===== src/rtl/latch_bank_pkg.sv =====
// latch_bank_pkg: operation encoding and the shared entry-update function
// used by the latch_bank storage entries and the reference model.
package latch_bank_pkg;

   // Widest entry the shared update function can handle.
   localparam int unsigned LB_MAX_WIDTH = 64;

   typedef logic [LB_MAX_WIDTH-1:0] lb_word_t;

   typedef enum logic [1:0] {
      LB_LOAD = 2'b00,
      LB_SET  = 2'b01,
      LB_CLR  = 2'b10,
      LB_TGL  = 2'b11
   } lb_op_t;

   // New entry value for one operation applied to the old value.
   function automatic lb_word_t lb_apply(input lb_op_t op, input lb_word_t old, input lb_word_t data);
      lb_word_t res;
      res = old;
      case (op)
         LB_LOAD: res = data;
         LB_SET:  res = old | data;
         LB_CLR:  res = old & ~data;
         LB_TGL:  res = old ^ data;
         default: res = old;
      endcase
      return res;
   endfunction

endpackage : latch_bank_pkg


===== src/rtl/latch_bank_entry.sv =====
// latch_bank_entry: one WIDTH-bit storage word with async reset. Exposes the
// value it will hold after the next edge (for write-first reads) and a flag
// that the pending update actually changes the stored value.
module latch_bank_entry
   import latch_bank_pkg::*;
#(
   parameter int unsigned WIDTH = 32
) (
   input  logic             clk,
   input  logic             reset,
   input  logic             en,
   input  lb_op_t           op,
   input  logic [WIDTH-1:0] data,
   output logic [WIDTH-1:0] nxt_c,
   output logic             changed_c
);

   logic [WIDTH-1:0] q;
   logic [WIDTH-1:0] applied;

   // Next value: operation result when enabled, otherwise hold.
   always_comb begin
      applied   = WIDTH'(lb_apply(op, lb_word_t'(q), lb_word_t'(data)));
      nxt_c     = q;
      changed_c = 1'b0;
      if (en) begin
         nxt_c     = applied;
         changed_c = (applied != q);
      end
   end

   // Storage register.
   always_ff @(posedge clk or posedge reset) begin
      if (reset) begin
         q <= '0;
      end else begin
         q <= nxt_c;
      end
   end

endmodule : latch_bank_entry


===== src/rtl/latch_bank.sv =====
// latch_bank: DEPTH x WIDTH clocked storage bank with load/set/clear/toggle
// commands, a registered write-first read port and sticky dirty flags.
// Optional feature: define LATCH_BANK_QBAR_EN to add the rd_qbar output.
module latch_bank
   import latch_bank_pkg::*;
#(
   parameter  int unsigned WIDTH = 32,
   parameter  int unsigned DEPTH = 8,
   localparam int unsigned AW    = $clog2(DEPTH)
) (
   input  logic             clk,
   input  logic             reset,
   input  logic             hold,
   input  logic             cmd_valid,
   output logic             cmd_ready,
   input  lb_op_t           cmd_op,
   input  logic [AW-1:0]    cmd_addr,
   input  logic [WIDTH-1:0] cmd_data,
   input  logic [AW-1:0]    rd_addr,
   output logic [WIDTH-1:0] rd_data,
`ifdef LATCH_BANK_QBAR_EN
   output logic [WIDTH-1:0] rd_qbar,
`endif
   output logic [DEPTH-1:0] dirty,
   input  logic [DEPTH-1:0] dirty_clr
);

   logic             accept;
   logic [DEPTH-1:0] ent_en;
   logic [DEPTH-1:0] ent_changed;
   logic [WIDTH-1:0] ent_nxt [DEPTH];
   logic [WIDTH-1:0] rd_nxt;

   // Hold is the only source of backpressure.
   assign cmd_ready = ~hold;
   assign accept    = cmd_valid & ~hold;

   // Storage entries, one apply-enable decoded per address.
   for (genvar i = 0; i < DEPTH; i++) begin : g_entry
      assign ent_en[i] = accept & (cmd_addr == AW'(i));

      latch_bank_entry #(
         .WIDTH (WIDTH)
      ) u_entry (
         .clk       (clk),
         .reset     (reset),
         .en        (ent_en[i]),
         .op        (cmd_op),
         .data      (cmd_data),
         .nxt_c     (ent_nxt[i]),
         .changed_c (ent_changed[i])
      );
   end

   // Read the post-edge value so same-cycle commands are visible (write-first).
   assign rd_nxt = ent_nxt[rd_addr];

   // Registered read port.
   always_ff @(posedge clk or posedge reset) begin
      if (reset) begin
         rd_data <= '0;
      end else begin
         rd_data <= rd_nxt;
      end
   end

`ifdef LATCH_BANK_QBAR_EN
   // Complement output registered alongside rd_data.
   always_ff @(posedge clk or posedge reset) begin
      if (reset) begin
         rd_qbar <= '1;
      end else begin
         rd_qbar <= ~rd_nxt;
      end
   end
`endif

   // Sticky dirty flags; a change in the same cycle as a clear wins.
   always_ff @(posedge clk or posedge reset) begin
      if (reset) begin
         dirty <= '0;
      end else begin
         dirty <= (dirty & ~dirty_clr) | ent_changed;
      end
   end

endmodule : latch_bank


===== config.mk =====
export PLATFORM = sky130hd
export DESIGN_NAME = latch_bank
export DESIGN_NICKNAME = d
export VERILOG_FILES = /design/src/rtl/latch_bank_pkg.sv /design/src/rtl/latch_bank_entry.sv /design/src/rtl/latch_bank.sv
export SDC_FILE = /design/constraint.sdc
export NUM_CORES = 1
export LEC_CHECK = 0
export ABC_AREA = 0
export BUFFER_PORTS_ARGS = -buffer_cell sky130_fd_sc_hd__clkbuf_2
export CORE_AREA = 4 4 224 226
export DETAILED_ROUTE_END_ITERATION = 6
export DIE_AREA = 0 0 228 230
export PLACE_DENSITY_LB_ADDON = 0.25
export REMOVE_ABC_BUFFERS = 1
export SYNTH_ARGS = -nofsm -noshare
export SYNTH_HDL_FRONTEND = slang
export SYNTH_HIERARCHICAL = 1
export SYNTH_SLANG_ARGS = --single-unit
export TNS_END_PERCENT = 20

===== constraint.sdc =====
create_clock -name clk -period 2.5 [get_ports clk]
set_input_delay 0.125 -clock clk [delete_from_list [all_inputs] [get_ports clk]]
set_output_delay 0.125 -clock clk [all_outputs]
set_load 0.05 [all_outputs]

==> impl_metrics.json, run 1 <==
{
  "row_count": 81,
  "maxCapViolCount": 0,
  "grt_antenna_before_repair": 3,
  "synthCells": 2993,
  "final_layout_size_suffix_gt1_share_pct": 28.5,
  "grtUsageMet3_pct": 6.94,
  "clk_transition_reported_paths_ns": 0.06,
  "tritoncts_clock_tree": "yes",
  "synth_cell_type_count": 29,
  "power_leakage_nw": 17.7,
  "yosysWarningCount": 6,
  "grt_start_max_net_pins": 41,
  "globalRouteMet2Util_pct": 57.4,
  "grt_pass1_wl_um": 141000,
  "nets": 3945,
  "n_fill_cell": 3078,
  "floorplan.die_area_um2": 52400,
  "synth_seq_cells": 296,
  "cp_data_arrival_time_ns": 3.29,
  "final_hold_viol_count": 0,
  "buffer_ports.inserted": 92,
  "critPathSlowestCell": "mux4_2",
  "endpoint_kind": "flip-flop",
  "starting_density_of_the_core_pct": 64.2,
  "setup_viol_count_final": 8,
  "global_route.usage.total_pct": 34.1,
  "m1_gr_usage_pct": 42.5,
  "fmax_mhz": 354,
  "layout_commonest_cell": "inv_1",
  "start_kind": "flip-flop",
  "ys.flop_type": "dfrtp_1",
  "critical_path.reg2reg.endpoint": "dirty[4]",
  "finalCritPeriodShare_pct": 113,
  "clkSinkCount": 296,
  "reg2regPathDepth": 9,
  "drt.antenna.violating_nets": 0,
  "path_class": "flip-flop to flip-flop",
  "holdPathEnd": "rd_data[7]",
  "failing_checks": "negative setup slack",
  "drt_first_pass_iters": 5,
  "drt-initial-drc-count": 2008,
  "finish.cell_count_without_fillers": 4030,
  "synth_async_sr_flop_share_pct": 100,
  "totalWireLength_um": 89300,
  "synth_area_um2": 31000,
  "tritoncts.num_buffers": 39,
  "reg2reg_setup_slack_ns": -0.33,
  "crit_chain": "inv_2 > ha_4 > mux4_2 > xnor2_2 > nor4_2 > buf_4 > nand4_1 > o41a_1 > a21o_1",
  "core_region_area_um2": 48300,
  "dp_cells": 3953,
  "die_h_um": 230,
  "holdCritPathClass": "input pin to flip-flop",
  "number_of_flops_mapped_to_enable_cells_by_yosys": 0,
  "remaining_drc_errors": 0,
  "rsz_0062_raised_after_global_routing": "true",
  "grt_overflow_total": 0,
  "io-pin-count": 93,
  "top_usage_layer": "met2",
  "run_status": "finished, violations left",
  "cp_slowest_stage_delay_ns": 0.51,
  "layout.cells.most_common_list": "inv_1, ha_1, buf_4, dfrtp_1, mux4_2",
  "hold_path.startpoint": "rd_addr[0]",
  "viasPerCell": 6.02,
  "seq_area_frac_synth_pct": 23.9,
  "finish.utilization_pct": 74.7,
  "clk_latency_ns": 0.58,
  "vdd.ir_drop.worst_mv": 0.569,
  "finalMaxSlewViolations": 0,
  "die_outline_width_um": 228,
  "powerDensity_nw_per_um2": 704,
  "min_path_cells": 3,
  "post-dp-hpwl_um": 65100,
  "clock-skew-final_ns": 0.0151,
  "slew_headroom_pct": 42.1,
  "worst-endpoint-required_ns": 2.96,
  "cts.htree.levels": 2,
  "clk_root_buffer_cell": "clkbuf_16",
  "tightest_slew_ns": 0.864,
  "routedWlPerCell_um": 22.2,
  "gp_routability_congestion": 0.910,
  "detailed_route_via_count": 24300,
  "cts_buffer_depth": 3,
  "cp_max_fo": 2,
  "final.min_clock_period_ns": 2.83,
  "regToRegStartpoint": "g_entry[4].u_entry/q[2]",
  "syn2layout_area_growth_pct": 16.3,
  "post-cts-setup-buffer-count": 0,
  "number_of_global_route_vias_before_repair": 26200,
  "worst_slack_ns": -0.325,
  "post_synth.cell_area_avg_um2": 10.4
}
how the worst max path moves through the flow:
stage / from / end / slack (ns)
floorplan: hold / rd_data[10] / -2.62
global placement: cmd_data[19] / dirty[3] / -0.56
detailed placement: cmd_data[2] / dirty[1] / -0.64
CTS: g_entry[6].u_entry/q[9] / dirty[6] / -0.35
global route: g_entry[4].u_entry/q[2] / dirty[4] / -0.41
finish: g_entry[4].u_entry/q[2] / dirty[4] / -0.33
layout make-up:
type | count | area (um^2) | share of cell area [%]
repair buffers | 477 | 3970 | 11.0
flip-flops and latches | 296 | 7410 | 20.5
diodes | 1 | 2.50 | 0.00693
clock inverters | 7 | 35.0 | 0.0970
well taps | 622 | 778 | 2.15
clock buffers | 60 | 1220 | 3.37
inverters | 826 | 3100 | 8.58
multi-input cells | 1741 | 19600 | 54.3
routing by layer:
metal / routed length (um) / part of all wire, %
met5: 13 / 0.015
met4: 5130 / 5.7
met3: 7730 / 8.6
met2: 43000 / 48
met1: 33500 / 37
power breakdown:
group / switching [mW] / internal, mW
clock network: 2.37 / 3.33
logic: 6.87 / 5.97
registers: 0.806 / 6.09
registers in the layout (all words and copies together), names as in the netlist:
register           cells
g_entry.u_entry/q    256
rd_data               32
dirty                  8
stage by stage:
stage	setup WS [ns]	cell area, um^2	hold WS (ns)	TNS [ns]	power [mW]
2_1_floorplan	-2.62	30000	0.241	-270.57	14.9
3_3_place_gp	-0.558	34700	0.281	-3.71	18.4
3_5_place_dp	-0.643	34700	0.268	-4.56	19.3
4_1_cts	-0.345	36100	0.0912	-2.22	25.3
5_1_grt	-0.406	36100	0.110	-2.85	26.9
6_report	-0.325	36100	0.111	-2.27	25.4
kinds of logic after synthesis:
| family | Yosys count | share of synthesized area, % |
|---|---|---|
| mux | 400 | 26.1 |
| simple gates | 333 | 4.59 |
| xor+xnor | 256 | 7.22 |
| buf+inv | 956 | 13.5 |
| fa+ha+maj | 512 | 20.6 |
| flops | 296 | 23.9 |
| compound gates | 240 | 4.09 |
worst max-delay path: cells and delay by family (launching register included):
family | cells | cell delay [ns]
xor gates and xnor gates | 1 | 0.17
buffers and inverters | 2 | 0.27
DFF | 1 | 0.39
and+or+nand+nor | 2 | 0.56
muxes | 1 | 0.51
AOI/OAI and AO/OA | 2 | 0.61
adders and majority gates | 1 | 0.19
cells in the mapped netlist (all sizes together), types with 16 or more instances:
cell type    n  share of area [%]
inv        778                9.4
ha         512                 21
mux4       312                 23
dfrtp      296                 24
xnor2      256                7.2
nand2      209                2.5
o21ai      208                3.4
buf         97                3.1
mux2i       56                1.8
nor2        54               0.65
clkinv      48               0.58
clkbuf      33               0.40
mux2        32                1.2
nand4       32               0.64
nor4        32               0.64
a21oi       16               0.26
timing repair:
action | CTS | global route
gates cloned | 0 | 0
hold buffers | 9 | 0
pin swaps | 14 | 12
setup endpoints to repair | 8 | 10
endpoints found under the hold margin | 118 | 0
resized for setup | 11 | 9
Note: power is estimated with default switching activity, not from simulation.
==> run 2, diff against run 1 <==
Clock period 2.5 ns to 3.6 ns, I/O delays scaled along.
==> run 2 against run 1 <==
Against the previous run: the run now ends clean; sequential cell count unchanged; critical path type unchanged; critical path depth down 1; maximum frequency down 14%; global-route usage down 3.4 points; sequential power down 31%; non-clock buffer count down 315.
==> impl_metrics.json, run 2 (same netlist as run 1, synthesis figures left out) <==
{
  "run_status": "completed",
  "clk_transition_reported_paths_ns": 0.06,
  "cts_hold_repair.buffers": 9,
  "grt_start_max_net_pins": 60,
  "syn2layout_area_growth_pct": 7.31,
  "global_route.usage.total_pct": 30.7,
  "endpoint_kind": "flip-flop",
  "setup_tns_final_ns": 0,
  "tightest_slew_ns": 1.18,
  "maxCapViolCount": 0,
  "cts_buffer_depth": 3,
  "clock-skew-final_ns": 0.0127,
  "final_layout_size_suffix_gt1_share_pct": 20.4,
  "grt_overflow_total": 0,
  "drt_first_pass_iters": 6,
  "final.min_clock_period_ns": 3.29,
  "path_class": "flip-flop to flip-flop",
  "cts.htree.levels": 2,
  "power_leakage_nw": 16.0,
  "post-dp-hpwl_um": 56800,
  "slew_headroom_pct": 21.0,
  "clk_root_buffer_cell": "clkbuf_16",
  "cp_max_fo": 3,
  "totalWireLength_um": 80100,
  "biggestRegsByFlops": "g_entry.u_entry/q x256, rd_data x32, dirty x8",
  "drt.antenna.violating_nets": 0,
  "fmax_mhz": 304,
  "post-layout-total-power_mw": 16.5,
  "largest_reg_flops": 256,
  "die_h_um": 230,
  "routedWlPerCell_um": 21.6,
  "core_region_area_um2": 48300,
  "clkSinkCount": 296,
  "holdCritPathClass": "input pin to flip-flop",
  "final_hold_viol_count": 0,
  "rsz_0062_raised_after_global_routing": "false",
  "finalCritPeriodShare_pct": 91.3,
  "detailed_route_via_count": 22400,
  "buffer_ports.inserted": 92,
  "setup_viol_count_final": 0,
  "row_count": 81,
  "viasPerCell": 6.03,
  "vdd.ir_drop.worst_mv": 0.355,
  "worst-endpoint-required_ns": 4.04,
  "nets": 3629,
  "powerDensity_nw_per_um2": 497,
  "starting_density_of_the_core_pct": 64.2,
  "remaining_drc_errors": 0,
  "gp_routability_congestion": 0.880,
  "grt_antenna_before_repair": 3,
  "n_fill_cell": 3461,
  "layout_commonest_cell": "inv_1",
  "io-pin-count": 93,
  "cp_data_arrival_time_ns": 3.73,
  "drt-initial-drc-count": 1816,
  "cts_repair_resize_count": 0,
  "tritoncts.num_buffers": 38,
  "finalMaxSlewViolations": 0,
  "layout.cells.most_common_list": "inv_1, ha_1, dfrtp_1, mux4_2, xnor2_1",
  "tritoncts_clock_tree": "yes",
  "grt_pass1_wl_um": 128000,
  "clk_latency_ns": 0.56,
  "start_kind": "flip-flop",
  "number_of_global_route_vias_before_repair": 24000,
  "floorplan.die_area_um2": 52400,
  "post-cts-setup-buffer-count": 0,
  "die_outline_width_um": 228,
  "registers.top_by_ff_count": "g_entry.u_entry/q"
}
[run 2: cell count changes in the layout (fill, tap and decap cells not counted), sizes merged]
cell    previous run  this run
buf              380        65
bufinv             0         3
clkinv            57        54
clkbuf           148       150
[run 2: power breakdown]
part | switching, mW | internal [mW] | total (mW)
registers | 0.548 | 4.23 | 4.78
logic | 4.36 | 3.38 | 7.74
clock network | 1.60 | 2.42 | 4.02
[run 2: per-stage QoR]
step	hold slack, ns	std cells	setup slack [ns]	utilization (%)	instance area, um^2
after global routing	0.211	3716	0.311	68.9	33300
after floorplan	0.296	2863	-1.57	-	30000
after CTS	0.161	3716	0.423	68.9	33300
after global placement	0.380	3638	0.220	66.1	32000
final	0.186	3717	0.313	68.9	33300
after detailed placement	0.415	3638	0.232	66.1	32000
[run 2: layout make-up]
class | count | area (um^2) | area share [%]
inverters | 826 | 3100 | 9.30
clock buffers | 62 | 1160 | 3.50
well taps | 622 | 778 | 2.34
flip-flops and latches | 296 | 7410 | 22.2
diodes | 1 | 2.50 | 0.00751
clock inverters | 7 | 110 | 0.330
multi-input cells | 1741 | 19500 | 58.5
repair buffers | 162 | 1260 | 3.78
[run 2: critical path: stages (launching register included)]
cell and delay, ns:
dfrtp_1 0.36, clkinv_1 0.12, ha_1 0.28, mux4_2 0.49, xnor2_1 0.14, nor4_1 0.59, nand4_1 0.49, o41a_1 0.53
a21o_1 0.16
[run 2: worst paths after layout]
| path | cells after the start | start | slack, ns | endpoint |
|---|---|---|---|---|
| setup / recovery | 8 | g_entry[1].u_entry/q[4] | 0.31 | dirty[1] |
| hold / removal | 4 | cmd_op[1] | 0.19 | g_entry[4].u_entry/q[0] |
| setup reg to reg | 8 | g_entry[1].u_entry/q[4] | 0.31 | dirty[1] |
| hold reg to reg | 1 | dirty[5] | 0.49 | dirty[5] |
| max in group asynchronous | 4 | reset | 2.17 | rd_data[27] |
| min in group asynchronous | 3 | reset | 0.38 | g_entry[3].u_entry/q[18] |
[run 2: metal layers]
metal	track usage [%]	part of all wire [%]	vias up
met4	12.3	4.1	6
li1	-	-	10000
met3	4.91	7.5	199
met2	51.2	48	877
met1	40.6	40	11300
met5	0	0.056	-
